==> src/rtl/alu_writeback.sv <==
// ALU writeback stage: 2-entry in-order buffer that drains results into the
// register file and merges masked flag updates into the architectural flags.
module alu_writeback #(
  parameter logic [5:0] FLAGS_RESET = 6'b000000
) (
  input  logic       clk,
  input  logic       rst_n,
  input  logic       in_valid,
  output logic       in_ready,
  input  logic [7:0] in_result,
  input  logic [7:0] in_flags,
  input  logic [2:0] in_dest,
  input  logic       in_wr_en,
  input  logic [5:0] in_flag_mask,
  output logic       rf_we,
  output logic [2:0] rf_waddr,
  output logic [7:0] rf_wdata,
  input  logic       rf_ready,
  output logic [7:0] flags_q,
  output logic [1:0] count
);

  typedef struct packed {
    logic [7:0] result;
    logic [5:0] flags;
    logic [2:0] dest;
    logic       wr_en;
    logic [5:0] mask;
  } entry_t;

  entry_t     mem [2];
  entry_t     head;
  logic       wptr, rptr;
  logic [1:0] cnt;
  logic [5:0] flags_r;
  logic       head_vld, accept, retire;

  assign head     = mem[rptr];
  assign head_vld = (cnt != 2'd0);
  // in_ready depends on occupancy only; a full buffer never accepts, even on a retire edge
  assign in_ready = (cnt != 2'd2);
  assign accept   = in_valid && in_ready;
  // entries without a register write retire without waiting for the register file
  assign retire   = head_vld && (!head.wr_en || rf_ready);

  assign rf_we    = head_vld && head.wr_en;
  assign rf_waddr = rf_we ? head.dest   : 3'd0;
  assign rf_wdata = rf_we ? head.result : 8'd0;
  assign flags_q  = {2'b00, flags_r};
  assign count    = cnt;

  always_ff @(posedge clk or negedge rst_n) begin
    if (!rst_n) begin
      cnt     <= 2'd0;
      wptr    <= 1'b0;
      rptr    <= 1'b0;
      flags_r <= FLAGS_RESET;
      for (int i = 0; i < 2; i++) mem[i] <= '0;
    end else begin
      if (accept) begin
        mem[wptr] <= '{result: in_result, flags: in_flags[5:0], dest: in_dest,
                       wr_en: in_wr_en, mask: in_flag_mask};
        wptr      <= ~wptr;
      end
      if (retire) begin
        rptr    <= ~rptr;
        flags_r <= (flags_r & ~head.mask) | (head.flags & head.mask);
      end
      cnt <= cnt + {1'b0, accept} - {1'b0, retire};
    end
  end

endmodule

==> config.mk <==
export PLATFORM = sky130hd
export DESIGN_NAME = alu_writeback
export DESIGN_NICKNAME = d
export VERILOG_FILES = /design/src/rtl/alu_writeback.sv
export SDC_FILE = /design/constraint.sdc
export NUM_CORES = 1
export LEC_CHECK = 0
export ABC_AREA = 1
export BUFFER_PORTS_ARGS = -buffer_cell sky130_fd_sc_hd__buf_4
export CAP_MARGIN = 25
export CORE_MARGIN = 2
export CORE_UTILIZATION = 50
export CTS_CLUSTER_SIZE = 24
export DETAILED_ROUTE_END_ITERATION = 6
export PLACE_DENSITY = 0.73
export SYNTH_ARGS = -nofsm -noshare
export SYNTH_HDL_FRONTEND = slang
export SYNTH_SLANG_ARGS = --single-unit
==> constraint.sdc <==
create_clock -name clk -period 1.71 [get_ports clk]
set_input_delay 0.171 -clock clk [delete_from_list [all_inputs] [get_ports clk]]
set_output_delay 0.171 -clock clk [all_outputs]
set_load 0.02 [all_outputs]
==> reports/summary.txt, run 1 <==
top-count cell post-synth: nand2_1
unrepaired setup endpoints after global routing: yes
Min-Delay Path Depth: 3
post-synth top area share: 0.5280
Pwr per Cell Area: 1992 nW/µm²
vias in the first global route: 2,113
grt total ovfl: 0
relative slew slack: 0.5230
Final min period: 1.694 ns
leak pwr: 0.001860 µW
Initial Util: 0.5281
Non-Filler Instances: 460
CTS H-tree depth: 3
Clock transition at path regs: 0.06 ns
CP Class: register to output pin
routed via count: 2,236
Layout Skew: 0.005397 ns
Avg WL per Cell: 12.45 µm
Critical Path AT: 1.52 ns
Clock Latency Late Sink: 0.34 ns
R2R depth: 13
met3 Use GR: 0.04943
core area: 5205 µm²
cell taking the most area after synthesis: dfrtp_1
final net count: 416
Post-synth EDFFs: 0
height of the die: 78.15 µm
Syn. warnings: 0
post-DP HPWL: 3.641 mm
first-pass GRT wire length: 9.604 mm
Pwr Total: 6972 µW
width of the die: 78.15 µm
Synth Cell Area: 2749 µm²
Hold Path Class: input port to register
final worst-path cycle share: 0.9907
final wirelength: 5.726 mm
io pins: 53
gr usage total: 0.2052
CP Launch Type: register
worst vdd ir: 1046 µV
Max-Cap Viols: 0
fmax: 590.3 MHz
grt met2 use: 0.3103
DRT antenna net count: 0
final setup vio count: 0
share of layout cells above drive strength 1: 0.2795
ys flop type: dfrtp_1
post-synthesis sequential area ratio: 0.5280
largest cells by area after synthesis: dfrtp_1 53%, nand2_1 18%, inv_1 4.5%
nature of the critical path endpoint: output pin
Num CTS Buffers: 9
Antenna Cells: 0
count of input and output buffers: 48
DIE AREA: 6107 µm²
num rows: 26
initial antenna violation count: 0
status: complete, no violations
layer with the highest usage: met2
via/cell ratio: 4.861
Synth Area per Inst: 8.381 µm²
number of distinct library cells after synthesis: 22
flops & latches, synth: 58
Slew Limit Fails: 0
worst slew pin tran: 0.7155 ns
Synth top cells by count: 131 x nand2_1, 58 x dfrtp_1, 33 x inv_1, 20 x o21ai_1, 18 x o21ai_0
grt met1 use: 0.2757
cells after synthesis: 328
Layout fillers: 451
TritonCTS clock tree: built
largest net degree at the start of global routing: 59
fin util: 0.6724
crit-path max FO: 5
First-pass DRT Iterations: 4
CP required: 1.54 ns
Async SR Flop Fraction: 1.000
Area growth, synth to finish: 27.31%
root buf cell: clkbuf_8
dpl cells: 437
TritonCTS Sinks: 58
GPL Wtd Cong: 0.7362
Max Buffers Root-to-Sink: 2
Post-route DRC: 0
setup total negative slack: 0 ns
Iter 0 DRT Violations: 122
Final Hold Vio Count: 0
## layout by cell type, fill, tap and decap left out, drive strengths merged
cell type / n
buf: 63
clkinv: 3
dlygate4sd3: 1
ha: 1
dfrtp: 58
nand3: 10
inv: 35
nand2: 137
a21oi: 11
conb: 2
nand4: 7
o21ai: 48
clkbuf: 14
## where the power goes
group | switching (µW) | total [µW] | internal (µW)
clock network | 520 | 1080 | 559
logic | 2040 | 3510 | 1470
registers | 365 | 2390 | 2020
total | 2920 | 6970 | 4050
## critical path, cell delays in order, from the launching register on
cell     delay (ns)
dfrtp_2        0.47
buf_4          0.16
buf_4          0.13
buf_4          0.15
nand2_1        0.08
a21oi_2        0.06
buf_4          0.15
## path summary, 6_finish.rpt
kind / from / end / slack, ns
worst max-delay path: rptr$_DFFE_PN0P_ / rf_wdata[2] / 0.02
worst min-delay path: in_flags[2] / mem[12]$_DFFE_PN0P_ / 0.09
worst max register to register: rptr$_DFFE_PN0P_ / count[1]$_DFF_PN0_ / 0.18
worst min register to register: register / register / 0.47
max in group asynchronous: rst_n / rptr$_DFFE_PN0P_ / 0.76
min in group asynchronous: rst_n / mem[36]$_DFFE_PN0P_ / 0.43
## cell families (layout without fill, tap and decap cells)
group | after synthesis | in the layout | synth area share
adder cells (fa/ha/maj) | 1 | 1 | 0.004551
other | 1 | 2 | 0.001364
flip-flops | 58 | 58 | 0.5280
AO/OA/AOI/OAI | 59 | 59 | 0.1211
AND/OR/NAND/NOR | 154 | 154 | 0.2367
buffers and inverters | 55 | 116 | 0.1083
## metrics by stage
| step | hold WS (ns) | worst slack [ns] | instance area (µm²) |
|---|---|---|---|
| floorplan | -0.1246 | 0.08881 | 2753 |
| global placement | 0.2795 | 0.1835 | 3152 |
| detailed placement | 0.2800 | 0.1628 | 3152 |
| CTS | 0.07945 | 0.001704 | 3373 |
| global route | 0.09238 | -0.03451 | 3500 |
| finish | 0.08819 | 0.01590 | 3500 |
## final cells by class
cell class / count / area, µm² / area share
Sequential cell: 58 / 1453 / 0.4151
Multi-Input combinational cell: 216 / 1082 / 0.3093
Timing Repair Buffer: 65 / 576.8 / 0.1648
Clock buffer: 13 / 148.9 / 0.04255
Inverter: 35 / 136.4 / 0.03897
Tap cell: 70 / 87.58 / 0.02503
Clock inverter: 3 / 15.01 / 0.004290
## what timing repair did
item / 4_1_cts / 5_1_grt
gates resized for setup: 5 / 22
pin swaps: 1 / 2
endpoints found under the setup margin: 12 / 12
setup buffers: 4 / 1
cloned: 0 / 1
endpoints found under the hold margin: 58 / 0
hold buffers: 1 / 0
## routing by layer
metal	wire, µm	share of wire	vias to the layer above
met1	2643	0.46	1016
met2	2661	0.46	65
met3	275	0.048	13
met5	0	0	-
met4	145	0.025	0
li1	-	-	1142
Power figures use the tool's default switching activity.
==> inputs of run 2 (changes only) <==
- CORE_MARGIN: 2 -> 3
==> reports/summary.txt, run 2 (synthesis results as in run 1) <==
Initial Util: 0.5281 (unchanged)
status: complete, no violations (unchanged)
height of the die: 80.15 µm (was 78.15 µm)
grt total ovfl: 0 (unchanged)
reg2reg end: count[1]$_DFF_PN0_ (unchanged)
initial antenna violation count: 0 (unchanged)
via/cell ratio: 4.943 (was 4.861)
nature of the critical path endpoint: output pin (unchanged)
Avg WL per Cell: 12.61 µm (was 12.45 µm)
fmax: 602.4 MHz (was 590.3 MHz)
Critical Path AT: 1.49 ns (was 1.52 ns)
post-DP HPWL: 3.642 mm (was 3.641 mm)
Final min period: 1.660 ns (was 1.694 ns)
unrepaired setup endpoints after global routing: no (was yes)
GPL Wtd Cong: 0.7237 (was 0.7362)
Min-Delay Path Depth: 3 (unchanged)
final setup vio count: 0 (unchanged)
setup total negative slack: 0 ns (unchanged)
Layout Skew: 0.004731 ns (was 0.005397 ns)
Max Buffers Root-to-Sink: 2 (unchanged)
Num CTS Buffers: 9 (unchanged)
TritonCTS clock tree: built (unchanged)
Pwr per Cell Area: 2018 nW/µm² (was 1992 nW/µm²)
Iter 0 DRT Violations: 120 (was 122)
core area: 5205 µm² (unchanged)
R2R depth: 13 (unchanged)
Clock Latency Late Sink: 0.33 ns (was 0.34 ns)
CP cell instances: nand2_2 > nand3_4 > buf_6 > a21oi_2 > buf_4 (was buf_4 > buf_4 > buf_4 > nand2_1 > a21oi_2 > buf_4)
most common cell after layout, fill and taps aside: nand2_1 (unchanged)
crit-path max FO: 6 (was 5)
CP required: 1.54 ns (about the same)
share of layout cells above drive strength 1: 0.2739 (was 0.2795)
root buf cell: clkbuf_8 (unchanged)
CP Launch Type: register (unchanged)
DRT antenna net count: 0 (unchanged)
r2r setup slk: 0.19 ns (was 0.18 ns)
Design Area, Final: 3468 µm² (was 3500 µm²)
Antenna Cells: 0 (unchanged)
CTS H-tree depth: 3 (unchanged)
area taken by multi-input logic gates: 1055 µm² (was 1082 µm²)
CP Class: register to output pin (unchanged)
worst vdd ir: 985.7 µV (was 1046 µV)
slowest cell on the critical path: dfrtp_2 (unchanged)
leak pwr: 0.001851 µW (was 0.001860 µW)
routed via count: 2,259 (was 2,236)
DIE AREA: 6423 µm² (was 6107 µm²)
Storage cell area: 1453 µm² (unchanged)
gr usage total: 0.1964 (was 0.2052)
Post-route DRC: 0 (unchanged)
vias in the first global route: 2,093 (was 2,113)
count of input and output buffers: 48 (unchanged)
CP top delay family: flip-flops (was buffers and inverters)
R2R Path Start: rptr$_DFFE_PN0P_ (unchanged)
Worst Path Buf+Inv: 2 (was 4)
Slew Limit Fails: 0 (unchanged)
Area growth, synth to finish: 26.17% (was 27.31%)
Hold Path Sink: mem[20]$_DFFE_PN0P_ (was mem[12]$_DFFE_PN0P_)
final net count: 414 (was 416)
Hold Path Class: input port to register (unchanged)
final wirelength: 5.765 mm (was 5.726 mm)
worst slew pin tran: 0.7123 ns (was 0.7155 ns)
area post-placement: 3139 µm² (was 3152 µm²)
width of the die: 80.15 µm (was 78.15 µm)
First-pass DRT Iterations: 4 (unchanged)
io pins: 53 (unchanged)
Clock transition at path regs: 0.06 ns (about the same)
final worst-path cycle share: 0.9708 (was 0.9907)
relative slew slack: 0.5251 (was 0.5230)
Max-Cap Viols: 0 (unchanged)
first-pass GRT wire length: 9.653 mm (was 9.604 mm)
HP Start: in_result[4] (was in_flags[2])
Layout fillers: 455 (was 451)
num rows: 26 (unchanged)
CP peak stage delay: 0.47 ns (about the same)
largest net degree at the start of global routing: 59 (unchanged)
TritonCTS Sinks: 58 (unchanged)
commonest non-fill, non-tap cells in the layout: 130 x nand2_1, 57 x dfrtp_1, 56 x buf_4 (was 130 x nand2_1, 57 x dfrtp_1, 55 x buf_4)
Final Hold Vio Count: 0 (unchanged)
[run 2: cell count changes in the layout (fill, tap and decap cells not counted), moves of 2 or more]
cell,change
clkbuf_1,-2
a21oi_4,-2
clkbuf_8,+2
a21oi_1,+2
clkinv_2,-2
[run 2: per-layer routing]
metal	global-route usage	part of all wire	up-vias
li1	-	-	1143
met4	0.09459	0.021	0
met1	0.2588	0.46	1053
met2	0.3121	0.47	51
met5	0	0	-
met3	0.03587	0.043	12
[run 2: how the worst max path moves through the flow]
stage	start	endpoint	slack [ns]	cells after the start
CTS	rptr$_DFFE_PN0P_	rf_waddr[1]	0.007	5
global route	rptr$_DFFE_PN0P_	rf_wdata[3]	0.009	5
global placement	rptr$_DFFE_PN0P_	count[1]$_DFF_PN0_	0.21	12
floorplan	count[1]$_DFF_PN0_	count[1]$_DFF_PN0_	0.09	13
detailed placement	rptr$_DFFE_PN0P_	count[1]$_DFF_PN0_	0.15	12
finish	rptr$_DFFE_PN0P_	rf_wdata[1]	0.05	5
[run 2: per-stage QoR]
stage                     worst slack, ns  hold WS [ns]  utilization  std cells  power [µW]
after floorplan                   0.08881       -0.1246            -        329        4507
after global placement             0.2070        0.2789       0.6031        437        5287
after detailed placement           0.1454        0.2787       0.6031        437        5392
after CTS                        0.006914       0.08813       0.6493        454        6770
after global routing             0.008565        0.1123       0.6663        457        7556
final                             0.04996        0.1005       0.6663        457        6999
[run 2: cell type report]
type                    instances  share of cell area
clock inverters                 2             0.01010
repair buffers                 63              0.1537
inverters                      35             0.03932
flip-flops and latches         58              0.4188
multi-input cells             216              0.3041
well taps                      70             0.02525
clock buffers                  13             0.04870
[run 2: where the power goes]
group	total (µW)	switching [µW]	internal, µW	leakage [µW]
combinational	3320	1970	1350	0.00102
sequential	2390	365	2020	0.000722
clock	1290	509	782	0.000106
[run 2: tightest hold or removal path, cell delays in order]
cell     delay (ns)
buf_4          0.11
inv_1          0.05
o21ai_1        0.06
[run 2: timing repair]
| item | 4_1_cts | 5_1_grt |
|---|---|---|
| resized for setup | 6 | 18 |
| pin swaps | 1 | 0 |
| endpoints found under the hold margin | 58 | 0 |
| buffers inserted | 1 | 2 |
| setup endpoints to repair | 11 | 12 |
| hold buffers | 1 | 0 |
| gates cloned | 0 | 1 |
